**src/rtl/codec_sample_stage_if.sv**
```systemverilog
// Sample-path bundle between the music player, the codec output stage and the codec.
// The master side feeds samples and frame strobes; the slave side is the output stage.
interface codec_sample_stage_if #(
    parameter int FIFO_DEPTH = 8,
    parameter int CNT_WIDTH  = 8
);
    logic signed [15:0]            sample_in;
    logic                          sample_valid;
    logic                          new_frame;
    logic [1:0]                    aural_state;
    logic                          clear_stats;
    logic signed [15:0]            pcm_left;
    logic signed [15:0]            pcm_right;
    logic [$clog2(FIFO_DEPTH):0]   fill_level;
    logic [CNT_WIDTH-1:0]          underrun_cnt;
    logic [CNT_WIDTH-1:0]          overflow_cnt;

    modport master (
        output sample_in, sample_valid, new_frame, aural_state, clear_stats,
        input  pcm_left, pcm_right, fill_level, underrun_cnt, overflow_cnt
    );

    modport slave (
        input  sample_in, sample_valid, new_frame, aural_state, clear_stats,
        output pcm_left, pcm_right, fill_level, underrun_cnt, overflow_cnt
    );
endinterface

```
**src/rtl/codec_sample_stage.sv**
```systemverilog
// Elastic codec output stage: sample FIFO popped once per codec frame, with per-channel
// gain ramps so channel mute/unmute follows a click-free slope.
module codec_sample_stage #(
    parameter int FIFO_DEPTH = 8,
    parameter int GAIN_BITS  = 4,
    parameter int CNT_WIDTH  = 8
) (
    input  logic                 clk,
    input  logic                 rst_n,
    codec_sample_stage_if.slave  bus
);
    localparam int PTR_W  = $clog2(FIFO_DEPTH);
    localparam int FILL_W = PTR_W + 1;
    localparam int GW     = GAIN_BITS + 1;
    localparam int PROD_W = 16 + GW + 1;
    localparam logic [GW-1:0] GAIN_MAX = {1'b1, {GAIN_BITS{1'b0}}};

    logic signed [15:0]   mem [FIFO_DEPTH];
    logic [PTR_W-1:0]     wr_ptr;
    logic [PTR_W-1:0]     rd_ptr;
    logic [FILL_W-1:0]    fill;
    logic signed [15:0]   held;
    logic [GW-1:0]        gain_l;
    logic [GW-1:0]        gain_r;
    logic                 frame_d;
    logic signed [15:0]   pcm_l;
    logic signed [15:0]   pcm_r;
    logic [CNT_WIDTH-1:0] underrun;
    logic [CNT_WIDTH-1:0] overflow;

    logic full;
    logic empty;
    logic do_pop;
    logic do_push;
    logic drop;
    logic under;

    // A pop on a full FIFO frees a slot, so a simultaneous push is still accepted.
    assign full    = (fill == FILL_W'(FIFO_DEPTH));
    assign empty   = (fill == '0);
    assign do_pop  = bus.new_frame && !empty;
    assign under   = bus.new_frame && empty;
    assign do_push = bus.sample_valid && (!full || do_pop);
    assign drop    = bus.sample_valid && full && !do_pop;

    function automatic logic [GW-1:0] step_gain(input logic [GW-1:0] g, input logic en);
        logic [GW-1:0] tgt;
        tgt = en ? GAIN_MAX : '0;
        if (g < tgt)
            return g + GW'(1);
        else if (g > tgt)
            return g - GW'(1);
        else
            return g;
    endfunction

    // Gain is treated as unsigned; unity gain gives an exact passthrough after the shift.
    function automatic logic signed [15:0] scale(input logic signed [15:0] s,
                                                 input logic [GW-1:0] g);
        logic signed [PROD_W-1:0] p;
        p = PROD_W'(s) * PROD_W'($signed({1'b0, g}));
        p = p >>> GAIN_BITS;
        return p[15:0];
    endfunction

    always_ff @(posedge clk) begin
        if (do_push)
            mem[wr_ptr] <= bus.sample_in;
    end

    always_ff @(posedge clk or negedge rst_n) begin
        if (!rst_n) begin
            wr_ptr   <= '0;
            rd_ptr   <= '0;
            fill     <= '0;
            held     <= '0;
            gain_l   <= '0;
            gain_r   <= '0;
            frame_d  <= 1'b0;
            pcm_l    <= '0;
            pcm_r    <= '0;
            underrun <= '0;
            overflow <= '0;
        end else begin
            frame_d <= bus.new_frame;
            fill    <= fill + FILL_W'(do_push) - FILL_W'(do_pop);
            if (do_push)
                wr_ptr <= wr_ptr + PTR_W'(1);
            if (do_pop) begin
                rd_ptr <= rd_ptr + PTR_W'(1);
                held   <= mem[rd_ptr];
            end
            if (bus.new_frame) begin
                gain_l <= step_gain(gain_l, bus.aural_state[0]);
                gain_r <= step_gain(gain_r, bus.aural_state[1]);
            end
            if (frame_d) begin
                pcm_l <= scale(held, gain_l);
                pcm_r <= scale(held, gain_r);
            end
            // Counters saturate; a clear in the same cycle overrides any increment.
            if (bus.clear_stats) begin
                underrun <= '0;
                overflow <= '0;
            end else begin
                if (under && underrun != '1)
                    underrun <= underrun + CNT_WIDTH'(1);
                if (drop && overflow != '1)
                    overflow <= overflow + CNT_WIDTH'(1);
            end
        end
    end

    assign bus.pcm_left     = pcm_l;
    assign bus.pcm_right    = pcm_r;
    assign bus.fill_level   = fill;
    assign bus.underrun_cnt = underrun;
    assign bus.overflow_cnt = overflow;
endmodule

```
**src/flat_wrapper.sv**
```systemverilog
// flat-port wrapper written by rule: the top's interface ports become plain ports
module codec_sample_stage_flat 
#(
    parameter int FIFO_DEPTH = 8,
    parameter int GAIN_BITS  = 4,
    parameter int CNT_WIDTH  = 8
)
  (clk, rst_n, bus_sample_in, bus_sample_valid, bus_new_frame, bus_aural_state, bus_clear_stats, bus_pcm_left, bus_pcm_right, bus_fill_level, bus_underrun_cnt, bus_overflow_cnt);
  codec_sample_stage_if #(.FIFO_DEPTH(FIFO_DEPTH), .CNT_WIDTH(CNT_WIDTH)) bus_i ();
  input  logic clk;
  input  logic rst_n;
  input wire logic [$bits(bus_i.sample_in)-1:0] bus_sample_in;
  input wire logic [$bits(bus_i.sample_valid)-1:0] bus_sample_valid;
  input wire logic [$bits(bus_i.new_frame)-1:0] bus_new_frame;
  input wire logic [$bits(bus_i.aural_state)-1:0] bus_aural_state;
  input wire logic [$bits(bus_i.clear_stats)-1:0] bus_clear_stats;
  output wire logic [$bits(bus_i.pcm_left)-1:0] bus_pcm_left;
  output wire logic [$bits(bus_i.pcm_right)-1:0] bus_pcm_right;
  output wire logic [$bits(bus_i.fill_level)-1:0] bus_fill_level;
  output wire logic [$bits(bus_i.underrun_cnt)-1:0] bus_underrun_cnt;
  output wire logic [$bits(bus_i.overflow_cnt)-1:0] bus_overflow_cnt;
  assign bus_i.sample_in = bus_sample_in;
  assign bus_i.sample_valid = bus_sample_valid;
  assign bus_i.new_frame = bus_new_frame;
  assign bus_i.aural_state = bus_aural_state;
  assign bus_i.clear_stats = bus_clear_stats;
  assign bus_pcm_left = bus_i.pcm_left;
  assign bus_pcm_right = bus_i.pcm_right;
  assign bus_fill_level = bus_i.fill_level;
  assign bus_underrun_cnt = bus_i.underrun_cnt;
  assign bus_overflow_cnt = bus_i.overflow_cnt;
  codec_sample_stage #(.FIFO_DEPTH(FIFO_DEPTH), .GAIN_BITS(GAIN_BITS), .CNT_WIDTH(CNT_WIDTH)) u_core (.clk(clk), .rst_n(rst_n), .bus(bus_i));
endmodule
```
**config.mk**
```make
export PLATFORM = sky130hd
export DESIGN_NAME = codec_sample_stage_flat
export DESIGN_NICKNAME = d
export VERILOG_FILES = /design/src/rtl/codec_sample_stage_if.sv /design/src/rtl/codec_sample_stage.sv /design/src/flat_wrapper.sv
export SDC_FILE = /design/constraint.sdc
export NUM_CORES = 1
export LEC_CHECK = 0
export ABC_AREA = 0
export CAP_MARGIN = 30
export CORE_ASPECT_RATIO = 1.4
export CORE_MARGIN = 1
export CORE_UTILIZATION = 30
export CTS_CLUSTER_DIAMETER = 200
export DETAILED_ROUTE_END_ITERATION = 16
export HOLD_SLACK_MARGIN = 0.02
export PLACE_DENSITY = 0.55
export SYNTH_ARGS = -nofsm -noshare
export SYNTH_HDL_FRONTEND = slang
export SYNTH_SLANG_ARGS = --single-unit
export TNS_END_PERCENT = 10
```
**constraint.sdc**
```tcl
create_clock -name clk -period 5.07 [get_ports clk]
set_clock_uncertainty 0.2 [all_clocks]
set_input_delay 1.2675 -clock clk [delete_from_list [all_inputs] [get_ports clk]]
set_output_delay 1.2675 -clock clk [all_outputs]
set_load 0.02 [all_outputs]
```
## After elaboration in Yosys (flattened, before gate mapping)

Memory sizes are Yosys's and may differ from the RTL's. A register that Yosys moved wholly into a read port is not among the register bits.
Cells that the tools add are included.

| word-level totals | value |
|---|---|
| register bits | 69 |
| bits in writable memories | 128 |
| input port bits | 23 |
| output and inout port bits | 52 |
| word-level logic and storage cells | 61 |
| memories | 1 |

Memory list:

| memory | words | bits a word | rd ports | clocked after Yosys merged registers in | write ports | line | source |
|---|---|---|---|---|---|---|---|
| u_core.mem | 8 | 16 | 1 | 1 | 1 | codec_sample_stage.sv:18 | `logic signed [15:0] mem [FIFO_DEPTH];` |

| cells by class | value |
|---|---|
| add/sub/neg operators | 10 |
| $mul | 2 |
| order comparisons | 4 |
| equal/unequal tests | 3 |
| muxes and demuxes | 12 |
| reduce and logical (&&, ||, !) cells | 19 |

Operators with widths:

| cell | count |
|---|---|
| $mul A16 B6 Y20 | 2 |
| $mux W8 | 4 |
| $mux W5 | 6 |
| $add A8 B1 Y8 const B | 2 |
| $ne A8 B8 Y1 const B | 2 |
| $add A5 B1 Y5 const B | 2 |
| $gt A5 B5 Y1 | 2 |
| $lt A5 B5 Y1 | 2 |
| $sub A5 B1 Y5 const B | 2 |
| $reduce_bool A2 Y1 | 4 |
| $logic_and A1 B1 Y1 | 7 |
| $add A3 B1 Y3 const B | 2 |
| $add A4 B1 Y4 | 1 |
| $eq A4 B4 Y1 const B | 1 |
| $logic_not A1 Y1 | 4 |
| $logic_not A4 Y1 | 1 |
| $reduce_and A2 Y1 | 2 |
| $sub A4 B1 Y4 | 1 |
| $mux W1 | 2 |
| $logic_or A1 B1 Y1 | 1 |

## Logic depth before layout (Yosys ltp)

| logic depth | value |
|---|---|
| depth in word-level cells | 8 |
| mapped depth | 16 |
| depth with buffers taken out | 14 |

## Worst setup path after synthesis

OpenSTA, ideal clock, no wires.

| path | value |
|---|---|
| path kind | reg2reg |
| start | reg u_core.gain_r[1] |
| end | reg u_core.pcm_r[11] (netlist: u_core.bus.pcm_right[11]) |
| setup time | 0.125 ns |
| data arrival time | 3.996 ns |
| slack | 0.750 ns |
| stages on the path, launching flop included | 15 |
| path buffers | 1 |
| clock period less this slack | 4.320 ns |
| cells stage by stage | dfrtp_1 clkbuf_1 and2_1 fa_1 fa_1 inv_1 fa_1 inv_1 ha_1 a211oi_2 o21ai_1 and3_1 a311o_1 xor2_1 mux2_2 |

| between the ends | value |
|---|---|
| word-level cells in the longest chain between the ends | 1 |

RTL lines:

| element | line | source |
|---|---|---|
| from (decl) | codec_sample_stage.sv:24 | `logic [GW-1:0] gain_r;` |
| from (signal assigned) | codec_sample_stage.sv:95 | `gain_r <= step_gain(gain_r, bus.aural_state[1]);` |
| $mul A16 B6 Y20 | codec_sample_stage.sv:61 | `p = PROD_W'(s) * PROD_W'($signed({1'b0, g}));` |
| to (signal assigned) | codec_sample_stage.sv:99 | `pcm_r <= scale(held, gain_r);` |
| to (decl) | codec_sample_stage.sv:27 | `logic signed [15:0] pcm_r;` |

No other way between the ends.
A chain may end at the register's enable or synchronous reset.

## Final worst setup path

| path | value |
|---|---|
| start | reg u_core.gain_r[1] |
| end | reg u_core.pcm_r[15] (netlist: u_core.bus.pcm_right[15]) |

The elaborated chain is that of the path after synthesis.

==> results.toml <==
[outcome]
status = "finished clean"

[yosys]
synth-seq-cells = 213
post-synth-top-area-fraction_pct = 27.3
synth-simple-area-share_pct = 11.7
synth_edf_count = 128
ys_types = 60
synth.area.mux_share_pct = 8.48
most_common_flop_cell_mapped_by_yosys = "sky130_fd_sc_hd__edfxtp_1"
synth_compound_area_share_pct = 6.53
sequential_area_share_after_synthesis_pct = 42.3
yosys.area_share.xor_xnor_pct = 3.73
post_synth_inst_count = 1196
synthDominantAreaCellType = "sky130_fd_sc_hd__edfxtp_1"
synth_area_per_cell_um2 = 11.8
yosys_warnings = 0
synth.top_cells.by_area = "sky130_fd_sc_hd__edfxtp_1 27%, sky130_fd_sc_hd__dfrtp_1 15%, sky130_fd_sc_hd__fa_1 13%"
postSynth.asyncResetShare_pct = 39.9
synth_fa_ha_area_share_pct = 21.1
post_synthesis_cell_area_um2 = 14100
synth_top_family_by_area = "adder cells"
synth.net_count = 1400

[clock_network]
clockBufferDepth = 3
cts-hold-fix-buffers = 0
cts_resized = 0
tritoncts = "built"
worst_path_clk_slew_ns = 0.06
h_tree_depth_reported_by_cts = 1
post_cts.repair.setup_buffers = 0
clock_tree.root_cell = "sky130_fd_sc_hd__clkbuf_16"
cts_made_buffers = 23
clock_sink_count = 213
latest_clock_arrival_within_the_worst_skew_pair_ns = 0.54

[sta]
achievable-frequency_mhz = 218
timing_worst_slew_pin_value_ns = 0.887
maxSlewHeadroom_pct = 40.9
hold_violations = 0
final_min_period_over_clock_period_pct = 90.6
fin_tns_setup_ns = 0
unrepaired_setup_endpoints_after_global_routing = "no"
finalWorstPathRequiredPeriod_ns = 4.59
setup_viol = 0
slew_viol_final = 0

[final_layout]
layout.cell_area.non_filler_um2 = 16400
finalNetCount = 1465
utilization_pct = 35.4
final_layout_size_suffix_gt1_share_pct = 10.2
insertedDiodeCount = 0
most_frequent_cells_in_the_layout = "177 x sky130_fd_sc_hd__inv_1, 138 x sky130_fd_sc_hd__and2_1, 128 x sky130_fd_sc_hd__edfxtp_1"
layout.cells.most_common = "sky130_fd_sc_hd__inv_1"
synth_to_final_area_change_pct = 16.0

[routing]
detail_route.first_pass.iterations = 5
vias_per_cell = 4.56
ant_nets = 0
postRouteWirelength_um = 30900
drt-wirelength-per-cell_um = 16.3
drt-initial-drc-count = 315
routed-via-count = 8638
drc = 0

[setup_path]
setup.worst_path.end_class = "flip-flop"
cp_max_fo = 20
cp.arrival_ns = 4.81
setup.worst_path.start_class = "flip-flop"
critical_path_class = "flip-flop to flip-flop"
required_ns = 5.29

[placement]
placed_cell_area_um2 = 15600
port_buffers = 74
detailed_place_hpwl_um = 22700
finalWeightedCongestion = 0.842

[worst_hold_path]
worstHoldPathType = "flip-flop to flip-flop"

[floorplanning]
core_area_um2 = 46200
floorplan.initialDensity_pct = 30.5
io_pins = 75
die_height_um = 259
dieArea_um2 = 47900
floorplan.rows = 93
die_w_um = 185

[flow_run]
number_of_max_capacitance_violations_reported = 0

[grt]
grt.total_usage_pct = 13.5
grt_max_degree = 58
grt_antenna_before_repair = 1
grt_pass1_vias = 9269
gr-total-overflow = 0
grt_first_pass_wirelength_um = 50300
registers in the layout, indices dropped and copies added, names as in the netlist:
signal / count
u_core.mem: 128
u_core.bus.pcm_left: 16
u_core.bus.pcm_right: 16
u_core.held: 16
u_core.bus.overflow_cnt: 8
u_core.bus.underrun_cnt: 8
u_core.gain_l: 5
u_core.gain_r: 5
u_core.bus.fill_level: 4
u_core.rd_ptr: 3
u_core.wr_ptr: 3
u_core.frame_d: 1
cell type report:
| cell class | instances | area, µm² |
|---|---|---|
| clock buffer | 27 | 591 |
| clock inverter | 15 | 200 |
| fill | 4550 | 29800 |
| inverter | 178 | 668 |
| multi-input combinational | 756 | 7300 |
| sequential | 213 | 5970 |
| tap | 617 | 772 |
| timing repair buffer | 89 | 851 |
logic make-up (layout without fill, tap and decap cells):
group,count (synthesis),in the layout
AOI/OAI and AO/OA,131,131
xor gates and xnor gates,60,60
adders and majority gates,181,181
buffers and inverters,227,309
DFF,213,213
muxes,76,76
and+or+nand+nor,308,308
per-layer routing:
| layer | global-route usage (%) | wire length [µm] | vias up | part of all wire, % |
|---|---|---|---|---|
| met5 | 0 | 13 | - | 0.042 |
| met4 | 5.07 | 1030 | 2 | 3.3 |
| met3 | 2.04 | 1080 | 48 | 3.5 |
| met2 | 24.9 | 16400 | 111 | 53 |
| met1 | 15.3 | 12400 | 4334 | 40 |
| li1 | - | - | 4143 | - |
worst max-delay path: stages, from the launching register on:
cell and delay (ns):
sky130_fd_sc_hd__dfrtp_1 0.70, sky130_fd_sc_hd__and2_1 0.24, sky130_fd_sc_hd__fa_1 0.45, sky130_fd_sc_hd__fa_1 0.55, sky130_fd_sc_hd__inv_1 0.05, sky130_fd_sc_hd__fa_1 0.48, sky130_fd_sc_hd__inv_1 0.04, sky130_fd_sc_hd__ha_1 0.39
sky130_fd_sc_hd__a21oi_2 0.24, sky130_fd_sc_hd__o22ai_1 0.13, sky130_fd_sc_hd__o41ai_2 0.42, sky130_fd_sc_hd__a31oi_1 0.17, sky130_fd_sc_hd__xnor2_1 0.16, sky130_fd_sc_hd__mux2_2 0.26
synthesized netlist by cell type, drive strengths merged (2+ instances only):
| library cell | count |
|---|---|
| nand2 | 70 |
| a21oi | 29 |
| dfrtp | 85 |
| o21bai | 2 |
| fa | 95 |
| nor4 | 2 |
| ha | 86 |
| mux2i | 19 |
| a221oi | 2 |
| nand3 | 4 |
| and2 | 139 |
| a41oi | 2 |
| and3 | 11 |
| a21o | 19 |
| o41ai | 2 |
| xnor2 | 31 |
| o211ai | 4 |
| a31o | 2 |
| edfxtp | 128 |
| xor2 | 29 |
| a211oi | 6 |
| nand4 | 15 |
| or3 | 2 |
| nor3 | 12 |
| o21ai | 33 |
| nor2 | 38 |
| buf | 6 |
| o21a | 9 |
| inv | 177 |
| or4 | 2 |
| nor2b | 4 |
| or2 | 2 |
| clkbuf | 43 |
| a31oi | 7 |
| mux2 | 25 |
| mux4 | 32 |
| o22ai | 2 |
| o31ai | 6 |
| nand2b | 5 |
final timing paths:
kind / slack, ns / from / to / depth (start not counted)
max: 0.48 / u_core.gain_r[1]$_DFFE_PN0P_ / u_core.bus.pcm_right[15]$_DFFE_PN0P_ / 13
min: 0.29 / u_core.bus.pcm_right[6]$_DFFE_PN0P_ / u_core.bus.pcm_right[6]$_DFFE_PN0P_ / 2
max reg2reg: 0.48 / u_core.gain_r[1]$_DFFE_PN0P_ / u_core.bus.pcm_right[15]$_DFFE_PN0P_ / 13
min reg2reg: 0.29 / u_core.bus.pcm_right[6]$_DFFE_PN0P_ / u_core.bus.pcm_right[6]$_DFFE_PN0P_ / 2
max in group asynchronous: 3.17 / rst_n / u_core.bus.pcm_right[2]$_DFFE_PN0P_ / 2
min in group asynchronous: 0.61 / rst_n / u_core.bus.underrun_cnt[5]$_DFFE_PN0P_ / 1
per-stage QoR:
step / worst slack [ns] / hold WS (ns) / instances
after CTS: 0.434 / 0.297 / 1895
after global placement: 0.534 / 0.278 / 1853
after floorplan: 0.750 / 0.316 / 1196
after global routing: 0.179 / 0.322 / 1895
final: 0.479 / 0.291 / 1895
after detailed placement: 0.456 / 0.287 / 1853
Power is not shown: default switching activity piles up to over one toggle a cycle in this logic, so the estimate is an artifact.
